--- src/rtl/bit_serializer_if.sv ---
// rtl/bit_serializer_if.sv - word/bit handshake bundle for bit_serializer
// Purpose: groups the parallel word input handshake and the serial bit output
//          handshake of bit_serializer into one bundle.
// Signals:
//   in_valid, in_ready, in_data[WIDTH-1:0]  word handshake (upstream -> serializer)
//   out_bit, out_valid, out_ready           serial bit handshake (serializer -> downstream)
//   out_first, out_last                     word boundary markers on the serial side
//   busy                                    word in flight
// Modports:
//   slave  - the serializer side (takes words, produces bits)
//   master - the environment side (supplies words, consumes bits)
interface bit_serializer_if #(
  parameter int WIDTH = 16
);
  logic             in_valid;
  logic             in_ready;
  logic [WIDTH-1:0] in_data;
  logic             out_bit;
  logic             out_valid;
  logic             out_ready;
  logic             out_first;
  logic             out_last;
  logic             busy;

  modport slave (
    input  in_valid, in_data, out_ready,
    output in_ready, out_bit, out_valid, out_first, out_last, busy
  );

  modport master (
    output in_valid, in_data, out_ready,
    input  in_ready, out_bit, out_valid, out_first, out_last, busy
  );
endinterface

--- src/rtl/bit_serializer.sv ---
// rtl/bit_serializer.sv - parallel-to-serial front end for the bit-sliced datapath
// Purpose: accepts a WIDTH-bit word over a valid/ready handshake and emits it
//          one bit per cycle with first/last markers and downstream back-pressure.
// Parameters:
//   WIDTH     word width in bits (1..64)
//   MSB_FIRST 0 = bit 0 emitted first, 1 = bit WIDTH-1 emitted first
// Ports:
//   clk    rising-edge clock
//   reset  asynchronous active-low reset
//   bus    bit_serializer_if.slave (word in, serial bit out, markers, busy)
module bit_serializer #(
  parameter int WIDTH     = 16,
  parameter bit MSB_FIRST = 1'b0
) (
  input  logic                 clk,
  input  logic                 reset,
  bit_serializer_if.slave      bus
);

  localparam int              CW      = (WIDTH > 1) ? $clog2(WIDTH) : 1;
  localparam logic [CW-1:0]   LAST    = CW'(WIDTH - 1);
  localparam int              OUT_IDX = MSB_FIRST ? (WIDTH - 1) : 0;

  typedef enum logic {
    IDLE  = 1'b0,
    SHIFT = 1'b1
  } state_t;

  state_t           state, state_n;
  logic [WIDTH-1:0] shreg, shreg_n;
  logic [CW-1:0]    cnt, cnt_n;
  logic             in_ready_c;
  logic             accept;
  logic             xfer;
  logic             at_last;

  always_ff @(posedge clk or negedge reset) begin
    if (!reset) begin
      state <= IDLE;
      shreg <= '0;
      cnt   <= '0;
    end else begin
      state <= state_n;
      shreg <= shreg_n;
      cnt   <= cnt_n;
    end
  end

  always_comb begin
    state_n    = state;
    shreg_n    = shreg;
    cnt_n      = cnt;
    at_last    = (cnt == LAST);
    xfer       = (state == SHIFT) && bus.out_ready;
    // A new word may be taken while the final bit of the current word leaves,
    // which keeps back-to-back words gap-free. Depends on out_ready only,
    // never on in_valid.
    in_ready_c = (state == IDLE) || (xfer && at_last);
    accept     = bus.in_valid && in_ready_c;

    if (accept) begin
      state_n = SHIFT;
      shreg_n = bus.in_data;
      cnt_n   = '0;
    end else if (xfer) begin
      // Shift toward the output end with zero fill; on the last bit this
      // also leaves the register cleared for the return to IDLE.
      shreg_n = MSB_FIRST ? (shreg << 1) : (shreg >> 1);
      if (at_last) begin
        state_n = IDLE;
        cnt_n   = '0;
      end else begin
        cnt_n   = cnt + CW'(1);
      end
    end
  end

  assign bus.in_ready  = in_ready_c;
  assign bus.out_valid = (state == SHIFT);
  assign bus.busy      = (state == SHIFT);
  assign bus.out_bit   = (state == SHIFT) && shreg[OUT_IDX];
  assign bus.out_first = (state == SHIFT) && (cnt == '0);
  assign bus.out_last  = (state == SHIFT) && at_last;

endmodule

--- src/flat_wrapper.sv ---
// flat-port wrapper written by rule: the top's interface ports become plain ports
module bit_serializer_flat 
#(
  parameter int WIDTH     = 16,
  parameter bit MSB_FIRST = 1'b0
)
  (clk, reset, bus_in_valid, bus_in_data, bus_out_ready, bus_in_ready, bus_out_bit, bus_out_valid, bus_out_first, bus_out_last, bus_busy);
  bit_serializer_if #(.WIDTH(WIDTH)) bus_i ();
  input  logic clk;
  input  logic reset;
  input wire logic [$bits(bus_i.in_valid)-1:0] bus_in_valid;
  input wire logic [$bits(bus_i.in_data)-1:0] bus_in_data;
  input wire logic [$bits(bus_i.out_ready)-1:0] bus_out_ready;
  output wire logic [$bits(bus_i.in_ready)-1:0] bus_in_ready;
  output wire logic [$bits(bus_i.out_bit)-1:0] bus_out_bit;
  output wire logic [$bits(bus_i.out_valid)-1:0] bus_out_valid;
  output wire logic [$bits(bus_i.out_first)-1:0] bus_out_first;
  output wire logic [$bits(bus_i.out_last)-1:0] bus_out_last;
  output wire logic [$bits(bus_i.busy)-1:0] bus_busy;
  assign bus_i.in_valid = bus_in_valid;
  assign bus_i.in_data = bus_in_data;
  assign bus_i.out_ready = bus_out_ready;
  assign bus_in_ready = bus_i.in_ready;
  assign bus_out_bit = bus_i.out_bit;
  assign bus_out_valid = bus_i.out_valid;
  assign bus_out_first = bus_i.out_first;
  assign bus_out_last = bus_i.out_last;
  assign bus_busy = bus_i.busy;
  bit_serializer #(.WIDTH(WIDTH), .MSB_FIRST(MSB_FIRST)) u_core (.clk(clk), .reset(reset), .bus(bus_i));
endmodule
--- config.mk ---
export PLATFORM = sky130hd
export DESIGN_NAME = bit_serializer_flat
export DESIGN_NICKNAME = d
export VERILOG_FILES = /design/src/rtl/bit_serializer_if.sv /design/src/rtl/bit_serializer.sv /design/src/flat_wrapper.sv
export SDC_FILE = /design/constraint.sdc
export NUM_CORES = 1
export LEC_CHECK = 0
export ABC_AREA = 1
export ABC_CLOCK_PERIOD_IN_PS = 2600
export CAP_MARGIN = 10
export CELL_PAD_IN_SITES_DETAIL_PLACEMENT = 0
export CELL_PAD_IN_SITES_GLOBAL_PLACEMENT = 1
export CORE_MARGIN = 10
export CORE_UTILIZATION = 39
export DETAILED_ROUTE_END_ITERATION = 6
export PLACE_DENSITY = 0.86
export SYNTH_ARGS = -nofsm -noshare
export SYNTH_HDL_FRONTEND = slang
export SYNTH_SLANG_ARGS = --single-unit
--- constraint.sdc ---
create_clock -name clk -period 2.6 [get_ports clk]
set_input_delay 0.65 -clock clk [delete_from_list [all_inputs] [get_ports clk]]
set_output_delay 0.65 -clock clk [all_outputs]
set_load 0.02 [all_outputs]
* After elaboration in Yosys (flattened, before gate mapping)
Index checks and enable logic that the tools add are counted.
** Word-level totals
- Bits in registers :: 21
- Bits of input ports :: 20
- Output and inout port bits :: 6
** Cells by class
- $add $sub $neg :: 1
- Equal/unequal tests :: 1
- Muxes and demuxes :: 8
- Bitwise operators :: 1
- Reduce and logical (&&, ||, !) cells :: 11
** Operator list (number)
- two-way mux 16 bit :: 2
- two-way mux 4 bit :: 3
- logical AND 1 bit :: 6
- adder 4 x 1 -> 4 bit (second input constant) :: 1
- equality test 4 bit (second input constant) :: 1
- logical NOT 4 bit :: 1
- nonzero test 2 bit :: 2
- two-way mux 1 bit :: 3
- AND reduction 2 bit :: 1
- logical OR 1 bit :: 1
- NOT 1 bit :: 1

* Depth between registers and ports, before layout
Gate-level depths: netlist of the first run.
- Word-level depth :: 6
- Gate-level depth with buffers :: 9
- Gate-level depth less buffers :: 7

* Worst setup path before layout of the first run
Ideal clock, no wire load.
- Path type :: register to output
- Start :: register u_core.state, in the netlist u_core.bus.busy
- End :: output bus_out_first
- Data arrival time :: 1140 ps
- Required time :: 1950 ps
- Slack :: 810 ps
- Cell stages (with the launch flop) :: 4
- Path through :: dfrtp_1 > buf_6 > nand2_1 > nor3_1
** On the way
- Cells in the longest elaborated chain, start to end :: 1
** RTL lines
- from (decl) :: RTL line bit_serializer.sv:29 : state_t state, state_n;
- from (signal assigned) :: RTL line bit_serializer.sv:43 : state <= state_n;
- logical AND 1 bit :: RTL line bit_serializer.sv:82 : assign bus.out_first = (state == SHIFT) && (cnt == '0);
- to (decl) :: RTL line flat_wrapper.sv:17 : output wire logic [$bits(bus_i.out_first)-1:0] bus_out_first;
No other way between the ends.

* Final worst setup path of the first run
- Start :: register u_core.cnt[0]
- End :: output bus_out_first
** On the way
- Cells in the longest elaborated chain, start to end :: 2
** RTL lines
- from (decl) :: RTL line bit_serializer.sv:31 : logic [CW-1:0] cnt, cnt_n;
- from (signal assigned) :: RTL line bit_serializer.sv:45 : cnt <= cnt_n;
- logical NOT 4 bit :: RTL line bit_serializer.sv:82
- logical AND 1 bit :: RTL line bit_serializer.sv:82
No other way between the ends.

==> run summary, run 1 <==
DRT
--------------------------------------------------------------------------------------------------------
WL per Instance                                                                                  12.1 µm
Pre-antenna DRT Iters                                                                                  4
Number of nets with antenna violations after routing                                                   0
Detailed router's first-iteration violation count                                                     65
DRC violation count after routing                                                                      0
Vias after detailed routing                                                                        1,140
Ratio of routed vias to standard cells                                                              4.62
Overall routed net length                                                                        2.98 mm

POWER
--------------------------------------------------------------------------------------------------------
Fraction of power spent switching nets                                                             0.426
Static leakage                                                                               0.000885 µW
Power share of the clock group                                                                     0.117
Part of the power in combinational logic                                                           0.470
Portion of total power attributed to sequential cells                                              0.413
Reported net switching power                                                                      583 µW
Areal power density over the cells                                                            865 nW/µm²
Int Pwr                                                                                           785 µW
VDD IR-drop max                                                                                   392 µV

TIMING
--------------------------------------------------------------------------------------------------------
Maximum clock frequency                                                                          407 MHz
Final count of pins violating max slew                                                                 0
Final count of negative-setup-slack endpoints                                                          0
Skew final                                                                                    0.00798 ns
Hold Violations, Final                                                                                 0
Slew at the pin closest to its max-slew limit                                                   0.402 ns
Remaining max-slew budget at the tightest pin                                                      0.732
Share of the cycle needed by the critical path after routing                                       0.946
Setup slack after layout                                                                        0.140 ns
Setup repair after global routing missed its margin                                                false
Min Tclk post-route                                                                              2.46 ns

SETUP PATH
--------------------------------------------------------------------------------------------------------
WP buf/inv                                                                                             2
Cells traversed along the worst timing path                                                 inv_1 -> ha_1 -> nand2_1 -> nor3_1 -> clkdlybuf4s50_1
Worst path slowest cell                                                                     sky130_fd_sc_hd__clkdlybuf4s50_1
Peak per-stage delay on the critical path                                                        0.63 ns
Startpoint Class                                                                               flip-flop
Largest fanout on the critical path                                                                    4
Type of the setup path with the least slack                                                 flip-flop to output pin
Cell family with the largest share of critical-path delay                                   buffers and inverters
Setup crit end kind                                                                           output pin
Arrival time of data at the critical path endpoint                                               1.81 ns
CP required                                                                                      1.95 ns

GRT
--------------------------------------------------------------------------------------------------------
Met3 Track Usage GR                                                                               0.0280
M2 GR Usage                                                                                        0.171
Most heavily used metal layer in global routing                                                     met2
Maximum number of pins on one net before global-route repair                                          22
GRT Util Overall                                                                                   0.106
Global-route wire length before repair                                                           5.29 mm
Via count of the first global-routing pass                                                         1,174
Initial antenna violation count                                                                        0
Global Route met1 Usage                                                                            0.131
Remaining Overflow, GRT                                                                                0

PLACED DESIGN
--------------------------------------------------------------------------------------------------------
Final weighted congestion in routability-driven placement                                          0.774
Post-place setup slack                                                                        -0.0442 ns
Detailed placement HPWL                                                                          2.14 mm
Port Buf Inserts                                                                                      25

STATUS
--------------------------------------------------------------------------------------------------------
Status                                                                                         completed

DIE
--------------------------------------------------------------------------------------------------------
Die width                                                                                        77.1 µm
Ports                                                                                                 26
Area of the placeable core                                                                      3080 µm²
Die area                                                                                        5950 µm²
Initial Utilization                                                                                0.413
Vertical extent of the die                                                                       77.1 µm
Cell row count                                                                                        20

SYNTH
--------------------------------------------------------------------------------------------------------
Area contributors post-synth                                                                sky130_fd_sc_hd__dfrtp_1, sky130_fd_sc_hd__nand2_1, sky130_fd_sc_hd__inv_1, sky130_fd_sc_hd__nand4_1, sky130_fd_sc_hd__nand3_1
Post-Synthesis Mean Instance Area                                                               7.19 µm²
Top cell types by occurrence after synthesis                                                sky130_fd_sc_hd__nand2_1, sky130_fd_sc_hd__inv_1, sky130_fd_sc_hd__dfrtp_1, sky130_fd_sc_hd__nand3_1, sky130_fd_sc_hd__nand4_1
Dominant cell by count in the synthesized netlist                                           sky130_fd_sc_hd__nand2_1
Dominant cell type by area after synthesis                                                  sky130_fd_sc_hd__dfrtp_1
Async set-reset flop share out of synthesis                                                         1.00
Register bit count reported by yosys                                                                  21
Count of synthesis-stage warnings from yosys                                                           0
Post-synthesis net count                                                                             199
Post-synth cell types                                                                                 21
Number of enable flip-flop cells after synthesis                                                       0
Dominant register cell in the synthesized netlist                                           sky130_fd_sc_hd__dfrtp_1
Cell area after synthesis                                                                       1270 µm²
Sequential fraction of the synthesis area                                                          0.413
Count of mapped cells out of synthesis                                                               177
Yosys top cell area share                                                                          0.413

LAYOUT
--------------------------------------------------------------------------------------------------------
Final-stage net count                                                                                226
Final Util                                                                                         0.514
Share of post-route cells with drive strength above 1                                             0.0887
Layout area overhead                                                                               24.3%
Final antenna diode count                                                                              0

CLOCK TREE
--------------------------------------------------------------------------------------------------------
Clock tree from TritonCTS                                                                            yes
Post-CTS clock slew at the launch and capture registers of the worst setup and hold paths        0.13 ns
Clk root buf                                                                                sky130_fd_sc_hd__clkbuf_4
Number of H-tree branching levels                                                                      1
Clock latency on the worst-skew pair                                                             0.31 ns
Number of buffers created by CTS                                                                       3
Hold bufs inserted after CTS                                                                           0
Deepest clock path buffer count                                                                        2
Number of sinks driven by the clock tree                                                              21

FLOW RUN
--------------------------------------------------------------------------------------------------------
MaxCap Viol Count                                                                                      0

MIN PATH
--------------------------------------------------------------------------------------------------------
Path category of the worst min-delay check                                                  flip-flop to flip-flop

==> power groups by stage <==
stage | combinational (µW) | clock (µW) | sequential, µW
after floorplan | 490 | 0 | 545
after global routing | 746 | 190 | 586
after CTS | 654 | 169 | 565
final | 642 | 161 | 565
after global placement | 633 | 0 | 563
after detailed placement | 655 | 0 | 572
==> area by class of cell <==
| cell class | count | area [µm²] |
|---|---|---|
| inverters | 39 | 146 |
| well taps | 44 | 55.1 |
| clock inverters | 1 | 5.00 |
| fillers | 323 | 1500 |
| multi-input cells | 107 | 526 |
| flip-flops and latches | 21 | 526 |
| repair buffers | 32 | 302 |
| clock buffers | 3 | 22.5 |
==> sequential cells by signal, indices dropped and copies added (netlist names) <==
name and count:
u_core.shreg 16, u_core.cnt 4, u_core.bus.busy 1
==> stage by stage <==
stage          instance area, µm²  power [µW]  setup TNS (ns)  instances  hold WS [ns]
2_1_floorplan                1270        1030               0        177         0.354
3_3_place_gp                 1560        1200        -0.00863        243         0.462
3_5_place_dp                 1560        1230         -0.0442        243         0.466
4_1_cts                      1580        1390               0        247         0.498
5_1_grt                      1580        1520               0        247         0.509
6_report                     1580        1370               0        247         0.494
==> worst register-to-register path: stages (launching register included) <==
cell	delay (ns)
sky130_fd_sc_hd__dfrtp_1	0.37
sky130_fd_sc_hd__ha_1	0.19
sky130_fd_sc_hd__nand3_2	0.14
sky130_fd_sc_hd__nand2_4	0.21
sky130_fd_sc_hd__nand3_4	0.25
sky130_fd_sc_hd__nand2_1	0.12
sky130_fd_sc_hd__nand3_1	0.08
sky130_fd_sc_hd__nand2_1	0.08
==> cell families (layout without fill, tap and decap cells) <==
logic type / Yosys count / in the layout / synth area share
AOI/OAI and AO/OA: 5 / 5 / 0.0197
adders and majority gates: 2 / 2 / 0.0197
DFF: 21 / 21 / 0.413
and+or+nand+nor: 99 / 99 / 0.367
buffers and inverters: 49 / 75 / 0.174
xor gates and xnor gates: 1 / 1 / 0.00688
==> cell usage in the layout, fill, tap and decap left out, types with 2 or more instances in the layout <==
cell                              count
sky130_fd_sc_hd__clkbuf_4             3
sky130_fd_sc_hd__buf_4                7
sky130_fd_sc_hd__nand3_1             18
sky130_fd_sc_hd__nand2_2              2
sky130_fd_sc_hd__dfrtp_1             21
sky130_fd_sc_hd__clkdlybuf4s50_1     24
sky130_fd_sc_hd__ha_1                 2
sky130_fd_sc_hd__o21ai_0              3
sky130_fd_sc_hd__nor3_1               2
sky130_fd_sc_hd__inv_1               37
sky130_fd_sc_hd__nand4_1             15
sky130_fd_sc_hd__inv_2                2
sky130_fd_sc_hd__nand2_1             55
sky130_fd_sc_hd__nor2_1               4
==> timing repair <==
| action | in CTS | in global routing |
|---|---|---|
| hold endpoints to repair | 0 | 0 |
| buffers inserted | 0 | 0 |
| setup endpoints to repair | 1 | 0 |
| resized for setup | 1 | 0 |
==> worst paths after layout <==
| check | startpoint | endpoint | slack (ns) | cells after the start |
|---|---|---|---|---|
| max | u_core.cnt[0]$_DFFE_PN0P_ | bus_out_first | 0.14 | 5 |
| min | u_core.shreg[1]$_DFFE_PN0P_ | u_core.shreg[1]$_DFFE_PN0P_ | 0.49 | 2 |
| max reg2reg | u_core.cnt[1]$_DFFE_PN0P_ | u_core.shreg[10]$_DFFE_PN0P_ | 1.12 | 7 |
| min reg2reg | u_core.shreg[1]$_DFFE_PN0P_ | u_core.shreg[1]$_DFFE_PN0P_ | 0.49 | 2 |
| max in group asynchronous | reset | u_core.shreg[15]$_DFFE_PN0P_ | 1.70 | 2 |
| min in group asynchronous | reset | u_core.shreg[7]$_DFFE_PN0P_ | 0.67 | 2 |
==> metal layers <==
layer  up-vias  share of wire
met2        19           0.47
met3         2          0.037
met1       523           0.49
li1        596              -
met5         -              0
met4         0         0.0070
No activity file was read; power rests on OpenSTA's default activity.
==> run 2, diff against run 1 <==
- MAX_ROUTING_LAYER: unset -> met4
- TNS_END_PERCENT: unset -> 50
==> run 2 against run 1 <==
Compared with the run above:
- setup slack improved by 0.00082 ns
- clock power barely moved
- sequential power barely moved
- register-to-register slack barely moved
- die area did not move
- sequential share of layout area did not move
- largest cell class unchanged
- count of clock-buffer cells in the layout did not move
- clock skew barely moved
- non-clock buffer count did not move
- worst hold slack barely moved
- largest power group unchanged
==> run summary, run 2 (synthesis gave the netlist of run 1 again) <==
LAYOUT
--------------------------------------------------------------------------------------------------------
Final Util                                                                                         0.514
Flip-flop count of the largest register, all copies and words added                                   16
Most common cell after layout, fill and taps aside                                          sky130_fd_sc_hd__nand2_1
Area of all placed cells without fillers                                                        1580 µm²
Final antenna diode count                                                                              0
Area occupied by registers                                                                       526 µm²
Most frequent cells in the layout                                                           sky130_fd_sc_hd__nand2_1, sky130_fd_sc_hd__inv_1, sky130_fd_sc_hd__clkdlybuf4s50_1, sky130_fd_sc_hd__dfrtp_1, sky130_fd_sc_hd__nand3_1
Area of the multi-input gates                                                                    526 µm²
Filler cell count                                                                                    323
Register with the highest flop count                                                        u_core.shreg
Final-stage net count                                                                                226
Layout area overhead                                                                               24.3%
Share of post-route cells with drive strength above 1                                             0.0887

GRT
--------------------------------------------------------------------------------------------------------
Global-route wire length before repair                                                           5.29 mm
Via count of the first global-routing pass                                                         1,175
Remaining Overflow, GRT                                                                                0
Initial antenna violation count                                                                        0
Maximum number of pins on one net before global-route repair                                          22
GRT Util Overall                                                                                   0.109

PLACED DESIGN
--------------------------------------------------------------------------------------------------------
Placed standard-cell area                                                                       1560 µm²
Detailed placement HPWL                                                                          2.14 mm
Post-place setup slack                                                                        -0.0442 ns
Port Buf Inserts                                                                                      25
Final weighted congestion in routability-driven placement                                          0.784

DRT
--------------------------------------------------------------------------------------------------------
Number of nets with antenna violations after routing                                                   0
Overall routed net length                                                                        2.97 mm
WL per Instance                                                                                  12.0 µm
Vias after detailed routing                                                                        1,146
Ratio of routed vias to standard cells                                                              4.64
Pre-antenna DRT Iters                                                                                  4
DRC violation count after routing                                                                      0
Detailed router's first-iteration violation count                                                     66

TIMING
--------------------------------------------------------------------------------------------------------
Remaining max-slew budget at the tightest pin                                                      0.732
Min Tclk post-route                                                                              2.46 ns
Final count of negative-setup-slack endpoints                                                          0
Hold Violations, Final                                                                                 0
Slew at the pin closest to its max-slew limit                                                   0.402 ns
Share of the cycle needed by the critical path after routing                                       0.946
Setup repair after global routing missed its margin                                                false
Skew final                                                                                    0.00815 ns
Setup slack after layout                                                                        0.141 ns
Min Hold Slack                                                                                  0.494 ns
Maximum clock frequency                                                                          407 MHz
Final count of pins violating max slew                                                                 0

DIE
--------------------------------------------------------------------------------------------------------
Area of the placeable core                                                                      3080 µm²
Initial Utilization                                                                                0.413
Ports                                                                                                 26
Vertical extent of the die                                                                       77.1 µm
Cell row count                                                                                        20
Die area                                                                                        5950 µm²
Die width                                                                                        77.1 µm

FLOW RUN
--------------------------------------------------------------------------------------------------------
MaxCap Viol Count                                                                                      0

SETUP PATH
--------------------------------------------------------------------------------------------------------
Setup crit end kind                                                                           output pin
Type of the setup path with the least slack                                                 flip-flop to output pin
Arrival time of data at the critical path endpoint                                               1.81 ns
CP required                                                                                      1.95 ns
Largest fanout on the critical path                                                                    4
Startpoint Class                                                                               flip-flop

POWER
--------------------------------------------------------------------------------------------------------
Total chip power                                                                                 1370 µW
Areal power density over the cells                                                            864 nW/µm²
VDD IR-drop max                                                                                   391 µV
Static leakage                                                                               0.000885 µW

CLOCK TREE
--------------------------------------------------------------------------------------------------------
Clk root buf                                                                                sky130_fd_sc_hd__clkbuf_4
Number of H-tree branching levels                                                                      1
Number of sinks driven by the clock tree                                                              21
Number of buffers created by CTS                                                                       3
Deepest clock path buffer count                                                                        2
Clock latency on the worst-skew pair                                                             0.30 ns
Clock tree from TritonCTS                                                                            yes
Hold bufs inserted after CTS                                                                           0
Post-CTS clock slew at the launch and capture registers of the worst setup and hold paths        0.13 ns

MIN PATH
--------------------------------------------------------------------------------------------------------
Path category of the worst min-delay check                                                  flip-flop to flip-flop

STATUS
--------------------------------------------------------------------------------------------------------
Status                                                                                         completed

==> run 2: cell counts in the layout (fill, tap and decap cells not counted) <==
Identical to the previous run, type by type.
==> run 2: cell type report <==
class                           instances  share of cell area
Inverter                               39              0.0926
Sequential cell                        21               0.332
Timing Repair Buffer                   32               0.191
Tap cell                               44              0.0348
Clock inverter                          1             0.00316
Multi-Input combinational cell        107               0.332
Clock buffer                            3              0.0142
==> run 2: path summary, 6_finish.rpt <==
| check | start | endpoint | slack [ns] | cells after the start |
|---|---|---|---|---|
| setup / recovery | u_core.cnt[0]$_DFFE_PN0P_ | bus_out_first | 0.14 | 5 |
| hold / removal | u_core.shreg[1]$_DFFE_PN0P_ | u_core.shreg[1]$_DFFE_PN0P_ | 0.49 | 2 |
| setup reg to reg | u_core.cnt[1]$_DFFE_PN0P_ | u_core.shreg[10]$_DFFE_PN0P_ | 1.12 | 7 |
| hold reg to reg | u_core.shreg[1]$_DFFE_PN0P_ | u_core.shreg[1]$_DFFE_PN0P_ | 0.49 | 2 |
| max in group asynchronous | reset | u_core.shreg[15]$_DFFE_PN0P_ | 1.70 | 2 |
| min in group asynchronous | reset | u_core.shreg[7]$_DFFE_PN0P_ | 0.67 | 2 |
==> run 2: metal layers <==
metal,track usage,vias to the layer above,part of all wire,routed length [µm]
li1,-,599,-,-
met1,0.130,526,0.48,1440
met2,0.172,19,0.47,1400
met3,0.0280,2,0.037,111
met4,0.0401,0,0.0071,21
met5,-,-,0,0
==> run 2: timing repair <==
item	4_1_cts	5_1_grt
gates resized for setup	1	0
endpoints found under the setup margin	1	0
buffers inserted	0	0
==> run 2: through the flow <==
step,TNS (ns),cells
after floorplan,0,177
after global placement,-0.00863,243
after detailed placement,-0.0442,243
after CTS,0,247
after global routing,0,247
final,0,247
==> run 2: critical path, cell delays in order (launching register included) <==
cell                              delay [ns]
sky130_fd_sc_hd__dfrtp_1                0.40
sky130_fd_sc_hd__inv_1                  0.11
sky130_fd_sc_hd__ha_1                   0.16
sky130_fd_sc_hd__nand2_1                0.05
sky130_fd_sc_hd__nor3_1                 0.14
sky130_fd_sc_hd__clkdlybuf4s50_1        0.63
==> run 2: power by group <==
group,switching (µW),total (µW),internal [µW]
clock,103,160,57.3
sequential,95.0,564,469
combinational,383,642,258
total,581,1370,785
==> variant (settings of run 1) <==
`shreg` no longer has a reset.
--- a/src/rtl/bit_serializer.sv
+++ b/src/rtl/bit_serializer.sv
@@ -37,13 +37,15 @@
   always_ff @(posedge clk or negedge reset) begin
     if (!reset) begin
       state <= IDLE;
-      shreg <= '0;
       cnt   <= '0;
     end else begin
       state <= state_n;
-      shreg <= shreg_n;
       cnt   <= cnt_n;
     end
+  end
+
+  always_ff @(posedge clk) begin
+    shreg <= shreg_n;
   end
 
   always_comb begin
Behaviour: no difference found for any inputs over 10 cycles, from zero or initial values and one cycle with reset low; that may be too few to reach the edited logic, so the function may still have changed.
==> variant against run 1 <==
  * Die area is 12% lower
  * Cell area down 14%
  * Setup slack improved by 0.044 ns
  * Area after synthesis shrank 16%
  * Wire length down 27%
  * Sequential cell count did not move
  * Worst hold slack improved by 0.029 ns
  * Critical path type unchanged
  * Critical endpoint unchanged
Power is not compared: it rests on default switching activity, and its combinational part moved more than twofold at a synthesized area within 25%.
==> variant: results (changes against run 1) <==
[routing]
avgViaCountPerCell=4.94  ; +7.0%
vias=859  ; -25%
first_iter_violations=50  ; -23%
firstDrtPassIters=4  ; unchanged
wl_per_cell_um=12.5  ; +3.4%

[clock_network]
cts.htree.levels=1  ; unchanged
clk_latency_ns=0.29  ; -0.02 ns
clk_path_buf_depth=2  ; unchanged
post_cts_buffers=0  ; unchanged
cts_buffers=3  ; unchanged
path_clk_slew_ns=0.11  ; -0.02 ns
root_buffer=clkbuf_4

[grt]
grtUsageTotal_pct=8.68  ; -1.9 points
grt_pass1_vias=845  ; -28%
antenna_found_initial=0  ; unchanged
grt_max_degree=24  ; +9.1%
grt_first_pass_wirelength_mm=3.77  ; -29%

[logic_synthesis]
synth_warnings=0  ; unchanged
ys_seq_area_share_pct=56.9  ; +16 points
async_reset_ff_share_pct=23.8  ; -76 points
synth-compound-area-share_pct=0.941  ; -1.0 points
synthDistinctLibCells=18  ; -14%
yosys-top-cells-area=edfxtp_1, nand2_1, dfrtp_1
synthFlopType=edfxtp_1
synth_edf_count=16  ; +16
synthMuxAreaShare_pct=0  ; unchanged
synthXorXnorAreaFrac_pct=0  ; -0.69 points
synthTopCellsByCount=nand2_1, nand3_1, edfxtp_1
synth_fa_ha_area_share_pct=2.35  ; +0.39 points
syn_inst=118  ; -33%
synth_fp_nets=140  ; -30%

[placement]
place_congestion=0.812  ; +5.0%
dpl_cell_area_um2=1330  ; -14%
pre_cts_slack_ns=-0.0615  ; -0.0174 ns
dp_hpwl_mm=1.57  ; -27%
port_buffers=25  ; unchanged

[pwr]
p_int_uw=604
leakage_nw=0.663
ir_drop_mv=0.372

[sta]
relSlewSlack_pct=67.3  ; -5.9 points
finalClockSkew_ns=0.00333  ; -0.00465 ns
setup_viol=0  ; unchanged

[final_layout]
finalNetCount=167  ; -26%
regMostFlops=u_core.shreg
drive_gt1_share_pct=6.94  ; -1.9 points
diodes=0  ; unchanged

[critical_path]
critPathMaxFanout=3  ; -1
crit_path_start=u_core.cnt[0]
crit_family=buffers and inverters
crit_arrival_ns=1.77  ; -0.04 ns
crit_slowest_cell=clkdlybuf4s50_1
reg2reg_from=u_core.cnt[1]
critical_path.max_stage_delay_ns=0.63  ; about the same

[hold_path]
hold_start=u_core.shreg[5]

[status]
outcome=finished clean

-- variant: cell types whose count changed in the layout (fill, tap and decap cells not counted), moves of 2 or more --
cell | before | now
o21ai_0 | 3 | 1
edfxtp_1 | 0 | 16
nand4_1 | 15 | 1
nand2_1 | 55 | 47
inv_2 | 2 | 0
inv_1 | 37 | 11
dfrtp_1 | 21 | 5
buf_4 | 7 | 2
-- variant: final timing paths --
check / to / slack (ns) / cells after the start
setup / recovery: bus_out_first / 0.18 / 5
hold reg to reg: u_core.shreg[4] / 0.52 / 2
max in group asynchronous: u_core.bus.busy / 1.82 / 1
min in group asynchronous: u_core.cnt[0] / 0.58 / 1
setup reg to reg: u_core.shreg[10] / 0.93 / 7
hold / removal: u_core.shreg[4] / 0.52 / 2
-- variant: power groups by stage --
stage	combinational (mW)	clock [mW]	sequential, mW
after global placement	0.246	0	0.484
after floorplan	0.166	0	0.477
after CTS	0.253	0.159	0.479
after global routing	0.288	0.173	0.486
final	0.248	0.150	0.479
after detailed placement	0.253	0	0.487
-- variant: final cells by class --
cell class                 instances  area [um2]
clock buffer                       4        26.3
fill                             250        1190
inverter                          11        41.3
multi-input combinational         81         380
sequential                        21         606
tap                               30        37.5
timing repair buffer              27         267
-- variant: metrics by stage --
stage / total power [mW] / util (%) / hold slack [ns]
floorplan: 0.643 / - / 0.354
global placement: 0.730 / 52.3 / 0.491
detailed placement: 0.740 / 52.3 / 0.501
CTS: 0.891 / 53.2 / 0.529
global route: 0.947 / 53.3 / 0.554
finish: 0.877 / 53.3 / 0.523
-- variant: routing by layer --
metal | up-vias | part of all wire [%] | track usage, %
li1 | 435 | - | -
met1 | 400 | 47 | 11.1
met2 | 24 | 44 | 13.2
met3 | 0 | 9.0 | 3.27
met4 | 0 | 0 | 2.58
met5 | - | 0 | 0
